[src/rtl/dut_vector_sequencer.sv]
// dut_vector_sequencer
//   Hardware self-test sequencer. Holds {in, expected} vectors in a small
//   memory and runs them in order against a combinational block under test.
//   For each vector it drives the input, waits SETTLE cycles, compares the
//   response with the expected value and counts mismatches.
//
//   Optional feature macro: DUT_SEQ_FIRST_FAIL_EN
//     defined   : captures the index of the first mismatching vector of a run
//     undefined : first_fail_valid / first_fail_idx are tied to 0
//
// Ports
//   clk              rising-edge clock
//   reset            asynchronous, active-low reset
//   load_en          vector memory write strobe (honoured in IDLE/DONE only)
//   load_addr        write address (addresses >= DEPTH are dropped)
//   load_data        {in, expected}, in in the MSBs
//   num_vectors      vectors to run, sampled on start, clamped to DEPTH
//   start            single-cycle run request (honoured in IDLE/DONE only)
//   dut_in           registered drive to the block under test
//   dut_out          response of the block under test
//   busy             run in progress (APPLY/WAIT/COMPARE)
//   done             run finished, held until the next start
//   err_count        saturating mismatch count
//   vec_idx          index of the current vector
//   first_fail_valid first mismatch captured this run
//   first_fail_idx   index of the first mismatch
module dut_vector_sequencer #(
  parameter int IN_W   = 1,
  parameter int OUT_W  = 1,
  parameter int DEPTH  = 11,
  parameter int ADDR_W = 4,
  parameter int SETTLE = 1
) (
  input  logic                    clk,
  input  logic                    reset,
  input  logic                    load_en,
  input  logic [ADDR_W-1:0]       load_addr,
  input  logic [IN_W+OUT_W-1:0]   load_data,
  input  logic [ADDR_W:0]         num_vectors,
  input  logic                    start,
  output logic [IN_W-1:0]         dut_in,
  input  logic [OUT_W-1:0]        dut_out,
  output logic                    busy,
  output logic                    done,
  output logic [8:0]              err_count,
  output logic [ADDR_W:0]         vec_idx,
  output logic                    first_fail_valid,
  output logic [ADDR_W-1:0]       first_fail_idx
);

  localparam int               CNT_W   = (SETTLE > 1) ? $clog2(SETTLE) : 1;
  localparam logic [ADDR_W:0]  DEPTH_C = (ADDR_W+1)'(DEPTH);
  localparam logic [CNT_W-1:0] SET_LD  = CNT_W'(SETTLE - 1);

  typedef struct packed {
    logic [IN_W-1:0]  vin;
    logic [OUT_W-1:0] vexp;
  } vec_t;

  typedef enum logic [2:0] {
    S_IDLE,
    S_APPLY,
    S_WAIT,
    S_COMPARE,
    S_DONE
  } state_t;

  state_t           state, state_nxt;
  vec_t             mem [DEPTH];
  vec_t             rd_vec;
  logic [OUT_W-1:0] exp_q;
  logic [ADDR_W:0]  num_q;
  logic [ADDR_W:0]  num_clamped;
  logic [ADDR_W:0]  vec_idx_inc;
  logic [CNT_W-1:0] settle_cnt;
  logic             start_acc;
  logic             mem_we;
  logic             mismatch;

  assign num_clamped = (num_vectors > DEPTH_C) ? DEPTH_C : num_vectors;
  assign vec_idx_inc = vec_idx + (ADDR_W+1)'(1);
  assign rd_vec      = mem[vec_idx[ADDR_W-1:0]];
  assign mismatch    = (dut_out != exp_q);

  // ---------------------------------------------------------------- FSM
  always_ff @(posedge clk or negedge reset) begin
    if (!reset) state <= S_IDLE;
    else        state <= state_nxt;
  end

  always_comb begin
    state_nxt = state;
    start_acc = 1'b0;
    mem_we    = 1'b0;
    unique case (state)
      S_IDLE, S_DONE: begin
        mem_we    = load_en && ({1'b0, load_addr} < DEPTH_C);
        start_acc = start;
        if (start) state_nxt = (num_clamped == '0) ? S_DONE : S_APPLY;
      end
      S_APPLY:   state_nxt = S_WAIT;
      S_WAIT:    if (settle_cnt == '0) state_nxt = S_COMPARE;
      S_COMPARE: state_nxt = (vec_idx_inc == num_q) ? S_DONE : S_APPLY;
      default:   state_nxt = S_IDLE;
    endcase
  end

  // ------------------------------------------------------ vector memory
  // Contents survive reset so a host can load once and rerun after reset.
  always_ff @(posedge clk) begin
    if (mem_we) mem[load_addr] <= vec_t'(load_data);
  end

  // ----------------------------------------------------------- datapath
  always_ff @(posedge clk or negedge reset) begin
    if (!reset) begin
      dut_in     <= '0;
      exp_q      <= '0;
      busy       <= 1'b0;
      done       <= 1'b0;
      err_count  <= '0;
      vec_idx    <= '0;
      num_q      <= '0;
      settle_cnt <= '0;
    end else begin
      // Status flags follow the next state so they line up with it.
      busy <= (state_nxt == S_APPLY) || (state_nxt == S_WAIT) ||
              (state_nxt == S_COMPARE);
      done <= (state_nxt == S_DONE);

      if (start_acc) begin
        err_count <= '0;
        vec_idx   <= '0;
        num_q     <= num_clamped;
      end

      if (state == S_APPLY) begin
        dut_in     <= rd_vec.vin;
        exp_q      <= rd_vec.vexp;
        settle_cnt <= SET_LD;
      end

      if (state == S_WAIT && settle_cnt != '0)
        settle_cnt <= settle_cnt - CNT_W'(1);

      if (state == S_COMPARE) begin
        if (mismatch && err_count != 9'd511)
          err_count <= err_count + 9'd1;
        vec_idx <= vec_idx_inc;
      end
    end
  end

  // ------------------------------------------------- first-fail capture
`ifdef DUT_SEQ_FIRST_FAIL_EN
  always_ff @(posedge clk or negedge reset) begin
    if (!reset) begin
      first_fail_valid <= 1'b0;
      first_fail_idx   <= '0;
    end else if (start_acc) begin
      first_fail_valid <= 1'b0;
      first_fail_idx   <= '0;
    end else if (state == S_COMPARE && mismatch && !first_fail_valid) begin
      first_fail_valid <= 1'b1;
      first_fail_idx   <= vec_idx[ADDR_W-1:0];
    end
  end
`else
  assign first_fail_valid = 1'b0;
  assign first_fail_idx   = '0;
`endif

endmodule

[config.mk]
export PLATFORM = sky130hd
export DESIGN_NAME = dut_vector_sequencer
export DESIGN_NICKNAME = d
export VERILOG_FILES = /design/src/rtl/dut_vector_sequencer.sv
export SDC_FILE = /design/constraint.sdc
export NUM_CORES = 1
export LEC_CHECK = 0
export CAP_MARGIN = 40
export CELL_PAD_IN_SITES_DETAIL_PLACEMENT = 1
export CELL_PAD_IN_SITES_GLOBAL_PLACEMENT = 2
export CORE_AREA = 5 5 88 90
export DETAILED_ROUTE_END_ITERATION = 8
export DIE_AREA = 0 0 93 95
export MAX_ROUTING_LAYER = met4
export PLACE_DENSITY = 0.88
export SYNTH_ARGS = -nofsm -noshare
export SYNTH_HDL_FRONTEND = slang
export SYNTH_SLANG_ARGS = --single-unit
[constraint.sdc]
create_clock -name clk -period 2.7 [get_ports clk]
set_input_delay 0.405 -clock clk [delete_from_list [all_inputs] [get_ports clk]]
set_output_delay 0.405 -clock clk [all_outputs]
set_load 0.05 [all_outputs]
After elaboration in Yosys (flattened, before gate mapping)
Memory sizes are Yosys's and may differ from the RTL's. A register that Yosys moved wholly into a read port is not among the register bits.
Index checks and enable logic that the tools add are counted.
{"block": "word_totals", "reg_bits": 25, "ram_bits": 22, "in_bits": 16, "out_inout_bits": 22, "wordCells": 52, "memories": 1}
{"memory": "mem", "depth": 11, "word_bits": 2, "read_ports": 1, "rd_ports_with_merged_regs": 1, "write_ports": 1, "line": "69", "rtl": "vec_t mem [DEPTH];"}
{"block": "classes", "n_addsub": 3, "magnitude_cmp": 2, "eq_ne": 11, "muxes": 17, "reduce_logical": 11}
{"operator": "9-bit 2-to-1 mux", "n": 3}
{"operator": "5-bit 2-to-1 mux", "n": 3}
{"operator": "3-bit by 2-bit == test with 1-bit output (second input constant)", "n": 4}
{"operator": "3-bit 2-to-1 mux", "n": 4}
{"operator": "3-bit one-hot mux with 4 select lines", "n": 1}
{"operator": "9-bit by 1-bit adder with 9-bit output (second input constant)", "n": 1}
{"operator": "9-bit != test (second input constant)", "n": 1}
{"operator": "3-bit by 1-bit == test with 1-bit output (second input constant)", "n": 2}
{"operator": "3-bit == test (second input constant)", "n": 2}
{"operator": "1-bit 2-to-1 mux", "n": 6}
{"operator": "5-bit by 1-bit adder with 5-bit output (second input constant)", "n": 1}
{"operator": "5-bit == test", "n": 1}
{"operator": "5-bit by 4-bit greater-than comparator with 1-bit output (second input constant)", "n": 1}
{"operator": "5-bit zero test", "n": 1}
{"operator": "4-bit less-than comparator (second input constant)", "n": 1}
{"operator": "2-bit nonzero test", "n": 2}
{"operator": "1-bit logical AND", "n": 3}
{"operator": "3-bit zero test", "n": 1}
{"operator": "1-bit logical OR", "n": 2}
{"operator": "2-bit OR reduction", "n": 1}
{"operator": "1-bit zero test", "n": 1}
{"operator": "1-bit != test", "n": 1}
{"operator": "1-bit subtractor (second input constant)", "n": 1}

Longest topological paths before layout
Gate-level depths: netlist of the first run.
{"block": "logic_depth", "ltp_word": 9, "ltp_mapped": 8, "ltp_nobuf": 8}

Worst setup path before layout of the first run
No wires, ideal clock.
{"block": "synth_timing", "kind": "reg-to-reg", "from": "register err_count[0]", "to": "register err_count[5]", "setup_time_ns": 0.078, "t_arrival_ns": 2.227, "t_required_ns": 2.622, "setup_slack_ns": 0.395, "stages_incl_launch_ff": 9, "path_buffers": 0, "synth_period_minus_slack_ns": 2.305, "cell_sequence": "dfrtp_1 -> ha_1 -> nand4_1 -> nor2_1 -> ha_1 -> and4bb_4 -> nand2_4 -> or4_1 -> a21oi_1"}
{"block": "synth_via", "elab_chain_len": 4, "elab_cells_between_ends": 5, "classes_between": "1 x add/sub; 1 x eq/ne; 2 x mux; 1 x reduce/logical"}
{"item": "start: declaration", "line": "45", "rtl": "output logic [8:0] err_count,"}
{"item": "start signal: assignment", "line": "148", "rtl": "err_count <= err_count + 9'd1;"}
{"item": "parallel branches: the longest is 2 deep, another holds 9-bit by 1-bit adder with 9-bit output"}
{"item": "9-bit 2-to-1 mux (*)", "line": "147", "rtl": "if (mismatch && err_count != 9'd511)"}
{"item": "9-bit 2-to-1 mux (*)", "line": "146", "rtl": "if (state == S_COMPARE) begin"}
Every way passes the cells marked *.
A chain may end at the register's enable or synchronous reset.

Worst setup path after layout of the first run
Same ends and word-level chain as after synthesis.

==> flow_metrics.tcl, run 1 <==
set metrics [dict create \
    outcome "complete, no violations" \
    critPathMaxStageDelay_ns 0.51 \
    root_buffer "clkbuf_8" \
    synth_top_area_cell "dfrtp_1" \
    nets 247 \
    drt.antenna.violating_nets 0 \
    antenna_found_initial 0 \
    dpl_cell_area_mm2 0.00270 \
    yosys-top-cells-count "dfrtp_1, nor2_1, edfxtp_1" \
    via_count 1595 \
    track_usage 0.133 \
    fp.dieH_um 95 \
    initial_core_util 0.334 \
    leakage_uw 0.00102 \
    avgViaCountPerCell 5.15 \
    core_area_mm2 0.00698 \
    critical_path.startpoint "err_count[0]" \
    relSlewSlack 0.600 \
    cts_tree "built" \
    grt_overflow 0 \
    crit_fanout 9 \
    finalSetupTns_ns 0 \
    dp_hpwl_um 4110 \
    worst_clock_skew_ns 0.00876 \
    portBuffers 32 \
    syn_avg_cell_area_um2 12.0 \
    worstPathRequired_ns 2.92 \
    synth_edf_count 22 \
    power_density_mw_per_mm2 897 \
    min_path_type "primary input to async pin" \
    post_cts_resized 0 \
    place_inst 303 \
    irDropWorstVdd_mv 0.371 \
    r2r_start "err_count[0]" \
    postCtsSetupRepairBufs 0 \
    reg2reg_slack_ns 0.50 \
    timing.fmax_mhz 454 \
    slowest_stage "or4_1" \
    critical_path.endpoint_type "flip-flop" \
    synth_top_area_share 0.290 \
    timing_hold_violations_final 0 \
    path_delay_family "simple AND/OR/NAND/NOR gates" \
    dr.pass1.iters 4 \
    reg2reg_to "err_count[5]" \
    numCtsBuffers 5 \
    yosysWarnings 0 \
    ios 38 \
    ys_seq_area_frac 0.573 \
    postSynthCellCount 195 \
    synth.most_common_cell "dfrtp_1" \
    drv_slew 0 \
    cts_sinks 49 \
    worst_slew_pin_slew_ns 0.594 \
    path_buf_inv 0 \
    row_count 31 \
    synth_ff_type "dfrtp_1" \
    die_width_um 93 \
    grt_max_degree 28 \
    worstSetupPathType "flip-flop to flip-flop" \
    start_kind "flip-flop" \
    wl_per_cell_um 17.3 \
    clkSlewWorstSetupHoldPaths_ns 0.09 \
    syn-cell-area_mm2 0.00233 \
    rsz0062_at_grt "no" \
    layout_min_cycle_time_ns 2.20 \
    fin_area_mm2 0.00278 \
    finalPower_uw 2500 \
    postSynth.asyncResetShare 0.551 \
    finalSetupViolations 0 \
    fin_crit_sh 0.815 \
    max-cap-violations 0 \
    grt_first_pass_wirelength_um 8740 \
    critPathArrivalTime_ns 2.42 \
    num-fill-cells 754 \
    dieArea_mm2 0.00884 \
    ys_top_cells_by_area "dfrtp_1, edfxtp_1, mux4_2, nor2_1, nand2_1" \
    diodes 0 \
    ctsHoldBuffers 0 \
    cp_cell_sequence "ha_1 -> nand4_1 -> nor2_1 -> ha_1 -> and4bb_4 -> nand2_4 -> or4_1 -> a21oi_1" \
    gp_congestion 0.767 \
    grt_pass1_vias 1743 \
    areaGrowthSynthToFinish_pct 19.3 \
    htreeDepth 2 \
    drive_gt1_frac 0.0965 \
    clk_path_buf_depth 2 \
    rr_worst_depth 8 \
    routed_wl_um 5350 \
    drc_errors 0 \
    drt-initial-drc-count 84 \
    ys_ff_latch 49 \
    synth_cell_type_count 40 \
    fin_cells 310 \
    crit_top_cell "ha_1" \
    clk_latency_ns 0.30 \
]
placed cells by master, fill, tap and decap left out, drive strengths merged, types with 2 or more instances in the layout:
| master | count |
|---|---|
| dfrtp | 27 |
| nand4b | 2 |
| nor2 | 23 |
| nand3b | 4 |
| ha | 3 |
| o21ai | 9 |
| nor2b | 2 |
| xor2 | 8 |
| buf | 3 |
| o31ai | 3 |
| nor3b | 2 |
| clkdlybuf4s50 | 32 |
| edfxtp | 22 |
| nor3 | 2 |
| conb | 5 |
| mux2i | 5 |
| o211ai | 2 |
| mux4 | 4 |
| o22a | 2 |
| nand3 | 13 |
| xnor2 | 6 |
| clkbuf | 5 |
| nand2 | 20 |
| nor4 | 2 |
| mux2 | 2 |
| a22o | 3 |
| a21oi | 5 |
area by class of cell:
| cell class | instances | area (um2) | share of cell area |
|---|---|---|---|
| Multi-Input combinational cell | 136 | 912 | 0.328 |
| Clock inverter | 2 | 16.3 | 0.00585 |
| Inverter | 1 | 3.75 | 0.00135 |
| Sequential cell | 49 | 1340 | 0.480 |
| Tap cell | 82 | 103 | 0.0369 |
| Timing Repair Buffer | 35 | 343 | 0.123 |
| Clock buffer | 5 | 68.8 | 0.0247 |
registers in the layout (all words and copies together) (netlist names):
signal,flops
state,3
settle_cnt,1
vec_idx,5
exp_q,1
busy,1
dut_in,1
num_q,5
done,1
err_count,9
mem,22
stage by stage:
stage,utilization,setup WS (ns),hold WS (ns)
after floorplan,-,0.395,0.109
after global placement,0.386,0.611,0.481
after detailed placement,0.386,0.525,0.488
after CTS,0.399,0.469,0.486
after global routing,0.399,0.391,0.507
final,0.399,0.499,0.481
cells by family after synthesis:
kind of cell             Yosys count  share of synthesized area
adder cells (fa/ha/maj)            3                     0.0161
buffers and inverters             14                     0.0424
other                              1                    0.00161
AO/OA/AOI/OAI                     25                     0.0687
flip-flops                        49                      0.573
multiplexers                      11                     0.0697
XOR/XNOR                          14                     0.0558
AND/OR/NAND/NOR                   78                      0.173
worst max-delay path by stage:
stage	endpoint	slack [ns]	cells past startpoint
global placement	err_count[5]	0.61	8
CTS	vec_idx[2]	0.47	1
detailed placement	err_count[5]	0.53	8
floorplan	err_count[5]	0.39	8
finish	err_count[5]	0.50	8
global route	vec_idx[2]	0.39	1
power by group:
group          total [uW]  switching (uW)  internal [uW]
Combinational        1000             591            414
Clock                 424             245            179
Sequential           1070             173            895
layer usage:
metal | vias to the layer above | global-route usage | wire length, um
li1 | 763 | - | -
met1 | 797 | 0.144 | 2260
met2 | 30 | 0.240 | 2820
met3 | 5 | 0.0311 | 210
met4 | 0 | 0.0440 | 55
met5 | - | - | 0
Power figures use the tool's default switching activity.
==> run 2: changes to the inputs <==
==> constraint.sdc (replaced) <==
create_clock -name clk -period 2.1 [get_ports clk]
set_input_delay 0.315 -clock clk [delete_from_list [all_inputs] [get_ports clk]]
set_output_delay 0.315 -clock clk [all_outputs]
set_load 0.05 [all_outputs]
==> flow_metrics.tcl, run 2 (synthesis gave the netlist of run 1 again) <==
set metrics [dict create \
    outcome "complete, no violations" \
    routed_wl_um 5260 \
    track_usage 0.129 \
    die_width_um 93 \
    clkPwrFrac 0.162 \
    dr_wl_met2_um 2670 \
    cts_tree "built" \
    grt_overflow 0 \
    diodes 0 \
    core_area_mm2 0.00698 \
    leakage_uw 0.00106 \
    power_density_mw_per_mm2 1150 \
    nets 255 \
    wl_per_cell_um 16.5 \
    reg2reg_slack_ns 0.06 \
    relSlewSlack 0.661 \
    clkSlewWorstSetupHoldPaths_ns 0.09 \
    critical_path.startpoint "err_count[1]" \
    power.internal_uw 1990 \
    drt.antenna.violating_nets 0 \
    dieArea_mm2 0.00884 \
    worst_slew_pin_slew_ns 0.507 \
    htreeDepth 2 \
    sw_frac_of_total 0.394 \
    ios 38 \
    crit_end "err_count[5]" \
    max-cap-violations 0 \
    finalSetupViolations 0 \
    drv_slew 0 \
    antenna_found_initial 0 \
    dpl_cell_area_mm2 0.00273 \
    fin_cells 319 \
    place_inst 306 \
    gp_congestion 0.832 \
    worst_clock_skew_ns 0.0134 \
    worstPathRequired_ns 2.34 \
    root_buffer "clkbuf_8" \
    netSwitchingPower_uw 1300 \
    dr_wl_met3_um 166 \
    setup_ws_ns 0.0565 \
    fp.dieH_um 95 \
    critical_path.endpoint_type "flip-flop" \
    num-fill-cells 781 \
    row_count 31 \
    rr_worst_depth 8 \
    drive_gt1_frac 0.152 \
    ctsHoldBuffers 0 \
    grt_max_degree 28 \
    critPathArrivalTime_ns 2.28 \
    wl_met1_um 2340 \
    via_count 1587 \
    crit_fanout 5 \
    areaGrowthSynthToFinish_pct 22.6 \
    highest_layer "met4" \
    timing_hold_violations_final 0 \
    p_comb_frac 0.430 \
    clk_latency_ns 0.30 \
    fin_crit_sh 0.973 \
    drt-initial-drc-count 52 \
    drc_errors 0 \
    min_path_type "primary input to async pin" \
    clk_path_buf_depth 2 \
    layout_min_cycle_time_ns 2.04 \
    post-route-util 0.409 \
    grt_first_pass_wirelength_um 8480 \
    hold_slack_ns 0.382 \
    reg2reg_to "err_count[5]" \
    final_cell_mix "clkdlybuf4s50_1, dfrtp_1, nor2_1" \
    multiInputGateArea_um2 932 \
    dr.pass1.iters 4 \
    cts_sinks 49 \
    initial_core_util 0.334 \
    p_seq_frac 0.408 \
    grt_pass1_vias 1693 \
    ff_latch_area_mm2 0.00134 \
    irDropWorstVdd_mv 0.449 \
    dp_slack_ns 0.00739 \
    portBuffers 32 \
    fin_area_mm2 0.00286 \
    largest_reg_flops 22 \
    dp_hpwl_um 4000 \
    reg_top3 "mem (22), err_count (9)" \
    worstSetupPathType "flip-flop to flip-flop" \
    start_kind "flip-flop" \
    avgViaCountPerCell 4.97 \
    regMostFlops "mem" \
    timing.fmax_mhz 489 \
    r2r_start "err_count[1]" \
    numCtsBuffers 5 \
    final_common_cell "clkdlybuf4s50_1" \
]
==> run 2: cell count changes in the layout (fill, tap and decap cells not counted) <==
cell | before | now
a21oi_1 | 5 | 4
a21oi_2 | 0 | 1
buf_4 | 3 | 13
clkbuf_1 | 0 | 2
clkdlybuf4s50_1 | 32 | 30
clkinv_4 | 1 | 0
dfrtp_1 | 27 | 25
dfrtp_2 | 0 | 2
ha_1 | 3 | 2
ha_4 | 0 | 1
or4_1 | 1 | 0
or4_4 | 0 | 1
==> run 2: layer usage <==
layer  vias to the layer above  GRT usage
li1                        770          -
met5                         -          -
met4                         0     0.0488
met1                       786      0.156
met3                         5     0.0263
met2                        26      0.214
==> run 2: power by group through the flow <==
stage          clock network (uW)  logic (uW)  registers, uW
5_1_grt                       608        1550           1380
3_5_place_dp                    0        1370           1370
6_report                      531        1420           1340
3_3_place_gp                    0        1340           1360
4_1_cts                       550        1380           1350
2_1_floorplan                   0         842           1510
==> run 2: what timing repair did <==
item,4_1_cts,5_1_grt
setup endpoints to repair,1,2
resized for setup,0,2
pin swaps,1,3
setup buffers,0,5
hold endpoints to repair,0,0
==> run 2: worst max-delay path: stages, from the launching register on <==
cell and delay (ns):
dfrtp_2 0.44, ha_4 0.17, nand4_1 0.10, nor2_1 0.06, ha_1 0.17, and4bb_4 0.38, nand2_4 0.08, or4_4 0.42
a21oi_2 0.15
==> run 2: layout make-up <==
| class | count | share of cell area |
|---|---|---|
| Timing Repair Buffer | 43 | 0.139 |
| Sequential cell | 49 | 0.468 |
| Inverter | 1 | 0.00131 |
| Clock inverter | 1 | 0.00263 |
| Clock buffer | 7 | 0.0267 |
| Tap cell | 82 | 0.0359 |
| Multi-Input combinational cell | 136 | 0.326 |
==> run 2: how the worst min path moves through the flow <==
stage               startpoint         end  slack [ns]  cells past startpoint
floorplan                reset        busy        0.02                      0
CTS                      reset        busy        0.39                      2
detailed placement  settle_cnt  settle_cnt        0.49                      1
finish                   reset        busy        0.38                      2
global placement    settle_cnt  settle_cnt        0.48                      1
global route             reset        busy        0.40                      2
==> run 2: stage by stage <==
step / TNS [ns] / power [uW]
floorplan: 0 / 2350
global placement: 0 / 2700
detailed placement: 0 / 2750
CTS: 0 / 3280
global route: -0.0224 / 3530
finish: 0 / 3290
